===== config.mk =====
export PLATFORM = sky130hd
export DESIGN_NAME = tdm_scanner
export DESIGN_NICKNAME = d
export VERILOG_FILES = /design/src/rtl/tdm_pkg.sv /design/src/rtl/tdm_tick_div.sv /design/src/rtl/tdm_scanner.sv
export SDC_FILE = /design/constraint.sdc
export NUM_CORES = 1
export LEC_CHECK = 0
export CAP_MARGIN = 20
export CELL_PAD_IN_SITES_DETAIL_PLACEMENT = 2
export CELL_PAD_IN_SITES_GLOBAL_PLACEMENT = 2
export CORE_AREA = 3 3 58 60
export CTS_BUF_LIST = sky130_fd_sc_hd__clkbuf_4
export CTS_CLUSTER_SIZE = 40
export DETAILED_ROUTE_END_ITERATION = 10
export DIE_AREA = 0 0 61 63
export PLACE_DENSITY = 0.87
export SYNTH_ARGS = -nofsm -noshare
export SYNTH_HDL_FRONTEND = slang
export SYNTH_SLANG_ARGS = --single-unit
export TNS_END_PERCENT = 5

===== constraint.sdc =====
create_clock -name CLK -period 2 [get_ports CLK]
set_input_delay 0.4 -clock CLK [delete_from_list [all_inputs] [get_ports CLK]]
set_output_delay 0.4 -clock CLK [all_outputs]
set_load 0.02 [all_outputs]

===== src/rtl/tdm_pkg.sv =====
`default_nettype none
// ============================================================================
// Module      : tdm_pkg
// Description : Shared types and constants for the TDM demux scanner.
// Revision    : 1.0  initial release
// ============================================================================
package tdm_pkg;

  localparam int NCH   = 8;
  localparam int SEL_W = 3;

  typedef logic [NCH-1:0] word_t;

  typedef enum logic [0:0] {
    IDLE = 1'b0,
    SCAN = 1'b1
  } state_t;

endpackage
`default_nettype wire


===== src/rtl/tdm_tick_div.sv =====
`default_nettype none
// ============================================================================
// Module      : tdm_tick_div
// Description : Channel dwell counter; adv pulses on the last cycle of a dwell.
// Revision    : 1.0  initial release
// ============================================================================
module tdm_tick_div #(
  parameter int DIV = 1
) (
  input  logic CLK,
  input  logic N_RESET,
  input  logic clr,
  input  logic en,
  output logic adv
);

  // Width never drops below one bit so DIV=1 still has a legal counter.
  localparam int               CNT_W = (DIV > 1) ? $clog2(DIV) : 1;
  localparam logic [CNT_W-1:0] LAST  = CNT_W'(DIV - 1);

  logic [CNT_W-1:0] divcnt;

  always_ff @(posedge CLK or negedge N_RESET) begin
    if (!N_RESET) begin
      divcnt <= '0;
    end else if (clr) begin
      divcnt <= '0;
    end else if (en) begin
      divcnt <= (divcnt == LAST) ? '0 : divcnt + CNT_W'(1);
    end
  end

  assign adv = en && (divcnt == LAST);

endmodule
`default_nettype wire


===== src/rtl/tdm_scanner.sv =====
`default_nettype none
// ============================================================================
// Module      : tdm_scanner
// Description : Serialises 8-bit words LSB first onto 1-to-8 demux D/SEL lines,
//               holding each channel DIV cycles, with a one-word holding register.
// Revision    : 1.0  initial release
// ============================================================================
module tdm_scanner #(
  parameter int DIV = 1,   // legal range 1..256
  parameter int NCH = 8    // must equal the 3-bit SEL span
) (
  input  logic       CLK,
  input  logic       N_RESET,
  input  logic [7:0] DIN,
  input  logic       LOAD,
  output logic       READY,
  output logic       D,
  output logic [2:0] SEL,
  output logic       BUSY,
  output logic       DONE
);

  import tdm_pkg::*;

  localparam logic [SEL_W-1:0] LAST_SEL = SEL_W'(NCH - 1);

  state_t state;
  word_t  hold;
  word_t  shreg;
  logic   hold_full;
  logic   adv;
  logic   div_clr;
  logic   div_en;
  logic   accept;
  logic   frame_end;
  logic   take;

  assign div_clr   = (state == IDLE);
  assign div_en    = (state == SCAN);
  assign accept    = LOAD && READY;
  assign frame_end = (state == SCAN) && adv && (SEL == LAST_SEL);
  // Hold is consumed when a frame starts from IDLE or chains off a frame end.
  assign take      = hold_full && ((state == IDLE) || frame_end);

  tdm_tick_div #(
    .DIV (DIV)
  ) u_tick_div (
    .CLK     (CLK),
    .N_RESET (N_RESET),
    .clr     (div_clr),
    .en      (div_en),
    .adv     (adv)
  );

  always_ff @(posedge CLK or negedge N_RESET) begin
    if (!N_RESET) begin
      hold      <= '0;
      hold_full <= 1'b0;
      READY     <= 1'b1;
    end else if (accept) begin
      hold      <= DIN;
      hold_full <= 1'b1;
      READY     <= 1'b0;
    end else if (take) begin
      hold_full <= 1'b0;
      READY     <= 1'b1;
    end
  end

  // shreg keeps the not-yet-driven bits, so D always comes from bit 0.
  always_ff @(posedge CLK or negedge N_RESET) begin
    if (!N_RESET) begin
      state <= IDLE;
      shreg <= '0;
      D     <= 1'b0;
      SEL   <= '0;
      BUSY  <= 1'b0;
      DONE  <= 1'b0;
    end else begin
      DONE <= 1'b0;
      case (state)
        IDLE: begin
          SEL <= '0;
          if (hold_full) begin
            state <= SCAN;
            shreg <= hold >> 1;
            D     <= hold[0];
            BUSY  <= 1'b1;
          end else begin
            D    <= 1'b0;
            BUSY <= 1'b0;
          end
        end
        SCAN: begin
          if (frame_end) begin
            DONE <= 1'b1;
            SEL  <= '0;
            if (hold_full) begin
              shreg <= hold >> 1;
              D     <= hold[0];
            end else begin
              state <= IDLE;
              D     <= 1'b0;
              BUSY  <= 1'b0;
            end
          end else if (adv) begin
            shreg <= shreg >> 1;
            D     <= shreg[0];
            SEL   <= SEL + SEL_W'(1);
          end
        end
        default: state <= IDLE;
      endcase
    end
  end

endmodule
`default_nettype wire


==> metrics.md, run 1 <==
| Metric | Value |
|---|---|
| Status | `complete, no violations` |
| # rows | `20` |
| Share of layout cells above drive strength 1 | `32.6%` |
| Via count of the first global-routing pass | `653` |
| Global placer's final weighted congestion | `0.658` |
| Layout Utilization | `43.7%` |
| DIE WIDTH | `61 um` |
| Post-Synth Adder-Cell Area | `2.33%` |
| CTS tree | `yes` |
| Multiplexer share of the synthesized area | `27.9%` |
| Final min period | `1930 ps` |
| Total track usage | `12.0%` |
| Critical path required time | `1600 ps` |
| Gate Count Post-Synth | `69` |
| Cell family with most CP delay | `buffers and inverters` |
| Router iterations before antenna repair | `3` |
| Post-synth top area cell | `dfrtp_1` |
| Maxcap violations | `0` |
| RSZ-0062 raised after global routing | `no` |
| DR vias | `599` |
| Power per cell area | `1390 nW/um^2` |
| Max incr delay on CP | `620 ps` |
| Largest net degree at the start of global routing | `26` |
| First-pass GRT wire length | `3.28 mm` |
| Routed WL per cell | `16.7 um` |
| Most common cell after layout, fill and taps aside | `dfrtp_1` |
| Root Driver | `clkbuf_4` |
| Post-Syn Area | `1080 um^2` |
| Worst-Margin Slew | `488 ps` |
| Worst IR Drop VDD | `0.366 mV` |
| # DRC | `0` |
| Num CTS Buffers | `3` |
| Net switching power | `0.593 mW` |
| Clock power frac | `12.9%` |
| Worst hold path class | `in2async` |
| CTS Buffer Depth | `2` |
| Syn-to-layout area delta | `20.8%` |
| Sequential share of power | `47.6%` |
| Logic pwr share | `39.6%` |
| Clk_skew | `3.53 ps` |
| I/O Buffers | `17` |
| H-tree Lvls | `1` |
| Final ANT Viol Nets | `0` |
| Setup violations, final | `0` |
| Die Ht | `63 um` |
| Syn_nets | `82` |
| Antenna cell count | `0` |
| Power Internal | `1.22 mW` |
| Core area | `2980 um^2` |
| Max Freq | `518 MHz` |
| Post-synth top area share | `55.8%` |
| Final Max Tran Viols | `0` |
| Crit end category | `output port` |
| Main combinational cell family by area after synthesis | `multiplexers` |
| Critical path arrival | `1530 ps` |
| Post-synthesis compound-gate area fraction | `2.09%` |
| CTS clock-pin slew for the worst setup and hold paths | `140 ps` |
| Setup crit start kind | `flop` |
| Synth Register Bits | `25` |
| CP Class | `reg2out` |
| Hold-fix buffers, CTS | `0` |
| Nets@finish | `103` |
| Slowest-stage cell, CP | `clkdlybuf4s50_1` |
| Clock sink count | `25` |
| Synth top area cells | `dfrtp_1 (56%), mux2_4 (20%), mux2_2 (8.4%)` |
| Clk_lat worst skew | `330 ps` |
| Total grt overflow | `0` |
| Critical path cell sequence | `clkdlybuf4s50_1` |
| Total setup buffers inserted after CTS | `0` |
| Sw Share | `32.7%` |
| Avg Cell Area, Syn | `15.6 um^2` |
| Hpwl dp | `1.42 mm` |
| Via-to-Cell Ratio | `4.91` |
| Post-synthesis cell type count | `18` |
| Final worst slack | `70.5 ps` |
| Total wire length | `2.04 mm` |
| Fin crit share | `96.5%` |
| Simple-Gate Fraction of Synth Area | `6.98%` |
| Seq/Total Area, Yosys | `58.3%` |
| CP max FO | `4` |
| Xor/xnor share of the synthesized area | `0%` |
| Number of I/O pins | `18` |
| CP bufs+invs | `1` |
| Number of gates resized after cts | `0` |
| Most frequent cells in the layout | `dfrtp_1 (24), clkdlybuf4s50_1 (17), mux2_4 (14)` |
| Pleak | `0.593 nW` |
| Ys Warns | `0` |
| Endpoints failing hold | `0` |
| DR iter-0 viols | `9` |
| Rel. slew slack | `67.5%` |
| Initial Util | `36.1%` |
| Die area | `3840 um^2` |
| Setup TNS | `0 ps` |
| Initial antenna violation count | `0` |
| DP Worst Slack | `291 ps` |
cells by family (layout without fill, tap and decap cells):
group | after synthesis | in the layout
AO/OA/AOI/OAI | 4 | 4
buffers and inverters | 3 | 23
adder cells (fa/ha/maj) | 2 | 2
multiplexers | 22 | 22
flip-flops | 25 | 25
AND/OR/NAND/NOR | 13 | 13
Yosys cell counts:
cell type / number
a21oi_1: 1
and2_1: 3
and3_1: 1
buf_6: 2
dfrtp_1: 24
dfstp_2: 1
ha_1: 2
inv_1: 1
mux2_2: 8
mux2_4: 14
nand2_1: 3
nand2b_1: 1
nand2b_2: 1
nand3b_1: 1
nor2_1: 1
nor2b_1: 2
o21ai_0: 2
o31ai_1: 1
layout make-up:
type | instances | area (um^2)
Tap cell | 33 | 41.3
Inverter | 1 | 3.75
Timing Repair Buffer | 18 | 178
Clock buffer | 3 | 22.5
Clock inverter | 1 | 5.00
Multi-Input combinational cell | 41 | 423
Sequential cell | 25 | 627
Fill cell | 299 | 1680
power by group through the flow:
| stage | clock [mW] | sequential (mW) | combinational (mW) |
|---|---|---|---|
| 2_1_floorplan | 0 | 0.861 | 0.521 |
| 3_3_place_gp | 0 | 0.861 | 0.701 |
| 3_5_place_dp | 0 | 0.877 | 0.725 |
| 4_1_cts | 0.241 | 0.869 | 0.735 |
| 5_1_grt | 0.265 | 0.897 | 0.784 |
| 6_report | 0.233 | 0.862 | 0.717 |
per-layer routing:
metal  track usage, %  wire (um)
met1             14.9        892
met2             18.7       1010
met3             1.24         72
met4             8.13         66
met5                0          0
state kept, by name, indices dropped and copies added (netlist names):
register   count
shreg          8
BUSY           1
div_en         1
SEL            3
D              1
READY          1
hold_full      1
DONE           1
hold           8
path summary, 6_finish.rpt:
path / endpoint / cells past startpoint / start / slack, ps
worst max-delay path: READY / 1 / READY / 70
worst min-delay path: shreg[1] / 2 / N_RESET / 420
worst max register to register: shreg[4] / 4 / SEL[0] / 340
worst min register to register: SEL[0] / 1 / SEL[0] / 480
max in group asynchronous: READY / 2 / N_RESET / 1290
min in group CLK: SEL[0] / 1 / SEL[0] / 480
per-stage QoR:
stage / cells / cell area, um^2 / hold slack [ps] / power (mW)
final: 122 / 1300 / 421 / 1.81
after detailed placement: 118 / 1270 / 464 / 1.60
after CTS: 122 / 1300 / 429 / 1.85
after floorplan: 69 / 1080 / 104 / 1.38
after global routing: 122 / 1300 / 422 / 1.95
after global placement: 118 / 1270 / 449 / 1.56
No activity file was read; power rests on OpenSTA's default activity.
==> inputs of run 2 (changes only) <==
- CORE_AREA: 3 3 58 60 -> 3 3 52 66
- DIE_AREA: 0 0 61 63 -> 0 0 55 69
- PLACE_DENSITY: 0.87 -> 0.88
==> run 2 against run 1 <==
Compared with the run above: non-clock buffer count did not move; register-to-register slack got worse by 20 ps; total power rose by 0.10%; critical path type unchanged; combinational power rose by 1%; clock power barely moved; sequential power barely moved; clock skew rose by 5.4 ps; cell area rose by 0.29%; utilization rose by 1.0 points; largest cell class unchanged; fmax rose by 0.96%; count of clock-buffer cells in the layout did not move.
==> metrics.md, run 2 (synthesis gave the netlist of run 1 again) <==
| Metric | Value |
|---|---|
| Status | `complete, no violations` |
| I/O Buffers | `17` |
| Global placer's final weighted congestion | `0.760` |
| Total setup buffers inserted after CTS | `0` |
| Root Driver | `clkbuf_4` |
| Setup violations, final | `0` |
| Initial Util | `36.9%` |
| Endpoints failing hold | `0` |
| H-tree Lvls | `1` |
| Total track usage | `13.2%` |
| CP max FO | `4` |
| Final Max Tran Viols | `0` |
| Number of I/O pins | `18` |
| Top flop regs | `hold (8), shreg (8), SEL (3)` |
| DR iter-0 viols | `3` |
| Max incr delay on CP | `610 ps` |
| Antenna cell count | `0` |
| Rel. slew slack | `66.7%` |
| Worst-Margin Slew | `500 ps` |
| CP bufs+invs | `1` |
| Num CTS Buffers | `3` |
| Share of layout cells above drive strength 1 | `32.6%` |
| CTS tree | `yes` |
| Max Freq | `523 MHz` |
| Fin crit share | `95.6%` |
| DR vias | `596` |
| Most common cell after layout, fill and taps aside | `dfrtp_1` |
| Critical path arrival | `1510 ps` |
| Critical path required time | `1600 ps` |
| Setup TNS | `0 ps` |
| Router iterations before antenna repair | `2` |
| Worst IR Drop VDD | `0.818 mV` |
| Reg2reg start | `SEL[0]` |
| CTS Buffer Depth | `2` |
| Slowest-stage cell, CP | `clkdlybuf4s50_1` |
| Final worst slack | `88.7 ps` |
| Initial antenna violation count | `0` |
| DIE WIDTH | `55 um` |
| Total grt overflow | `0` |
| Most frequent cells in the layout | `dfrtp_1 (24), clkdlybuf4s50_1 (17), mux2_4 (14)` |
| Clk_lat worst skew | `330 ps` |
| CTS clock-pin slew for the worst setup and hold paths | `140 ps` |
| Reg2reg setup slack | `320 ps` |
| Via count of the first global-routing pass | `712` |
| Final ANT Viol Nets | `0` |
| Cell family with most CP delay | `buffers and inverters` |
| First-pass GRT wire length | `3.56 mm` |
| Routed WL per cell | `16.4 um` |
| # rows | `22` |
| Core area | `2920 um^2` |
| Syn-to-layout area delta | `21.2%` |
| Reg2Reg Depth | `4` |
| RSZ-0062 raised after global routing | `no` |
| # DRC | `0` |
| Worst hold path class | `in2async` |
| Via-to-Cell Ratio | `4.77` |
| CP Class | `reg2out` |
| Total wire length | `2.05 mm` |
| Power per cell area | `1390 nW/um^2` |
| Hold-fix buffers, CTS | `0` |
| Setup crit start kind | `flop` |
| Maxcap violations | `0` |
| Largest net degree at the start of global routing | `26` |
| Pleak | `0.593 nW` |
| DP Worst Slack | `342 ps` |
| Critical path cell sequence | `clkdlybuf4s50_1` |
| R2R Path End | `shreg[2]` |
| Final min period | `1910 ps` |
| Nets@finish | `103` |
| Number of gates resized after cts | `0` |
| Crit end category | `output port` |
| Clk_skew | `8.94 ps` |
| Clock sink count | `25` |
| Die area | `3800 um^2` |
| Die Ht | `69 um` |
| Hpwl dp | `1.50 mm` |
[run 2: cell counts in the layout (fill, tap and decap cells not counted)]
Identical to the previous run, type by type.
[run 2: power breakdown]
part	switching, mW	internal, mW
Clock	0.155	0.0751
Sequential	0.156	0.702
Combinational	0.285	0.440
Total	0.596	1.22
[run 2: worst max-delay path by stage]
stage	start	end	slack, ps	depth (start not counted)
5_1_grt	READY	READY	40	1
3_3_place_gp	LOAD	hold[3]	380	3
3_5_place_dp	SEL[0]	shreg[4]	340	4
4_1_cts	READY	READY	80	1
2_1_floorplan	SEL[0]	shreg[0]	360	5
6_report	READY	READY	90	1
[run 2: layout make-up]
class | instances | area (um^2)
inverters | 1 | 3.75
repair buffers | 18 | 178
fillers | 315 | 1610
well taps | 36 | 45.0
flip-flops and latches | 25 | 627
clock buffers | 3 | 22.5
clock inverters | 1 | 5.00
multi-input cells | 41 | 423
[run 2: routing by layer]
layer / global-route usage [%] / part of all wire [%] / up-vias
met5: 0 / 0 / -
met4: 4.86 / 0.68 / 0
met3: 2.81 / 3.7 / 2
met2: 20.4 / 54 / 14
met1: 17.7 / 41 / 305
li1: - / - / 275
[run 2: stage by stage]
step | std cells | util (%) | total power [mW] | instance area [um^2] | hold WS (ps)
final | 125 | 44.7 | 1.81 | 1300 | 411
after global routing | 125 | 44.7 | 1.96 | 1300 | 423
after CTS | 125 | 44.7 | 1.84 | 1300 | 418
after detailed placement | 121 | 43.7 | 1.61 | 1280 | 470
after global placement | 121 | 43.7 | 1.55 | 1280 | 445
after floorplan | 69 | - | 1.38 | 1080 | 104
==> inputs of run 3 (changes only) <==
- HOLD_SLACK_MARGIN: default -> 0.12
- SKIP_CTS_REPAIR_TIMING: default -> 1
==> results of run 3 <==
Same layout as run 2: the final DEF is identical, and so are final timing and power.
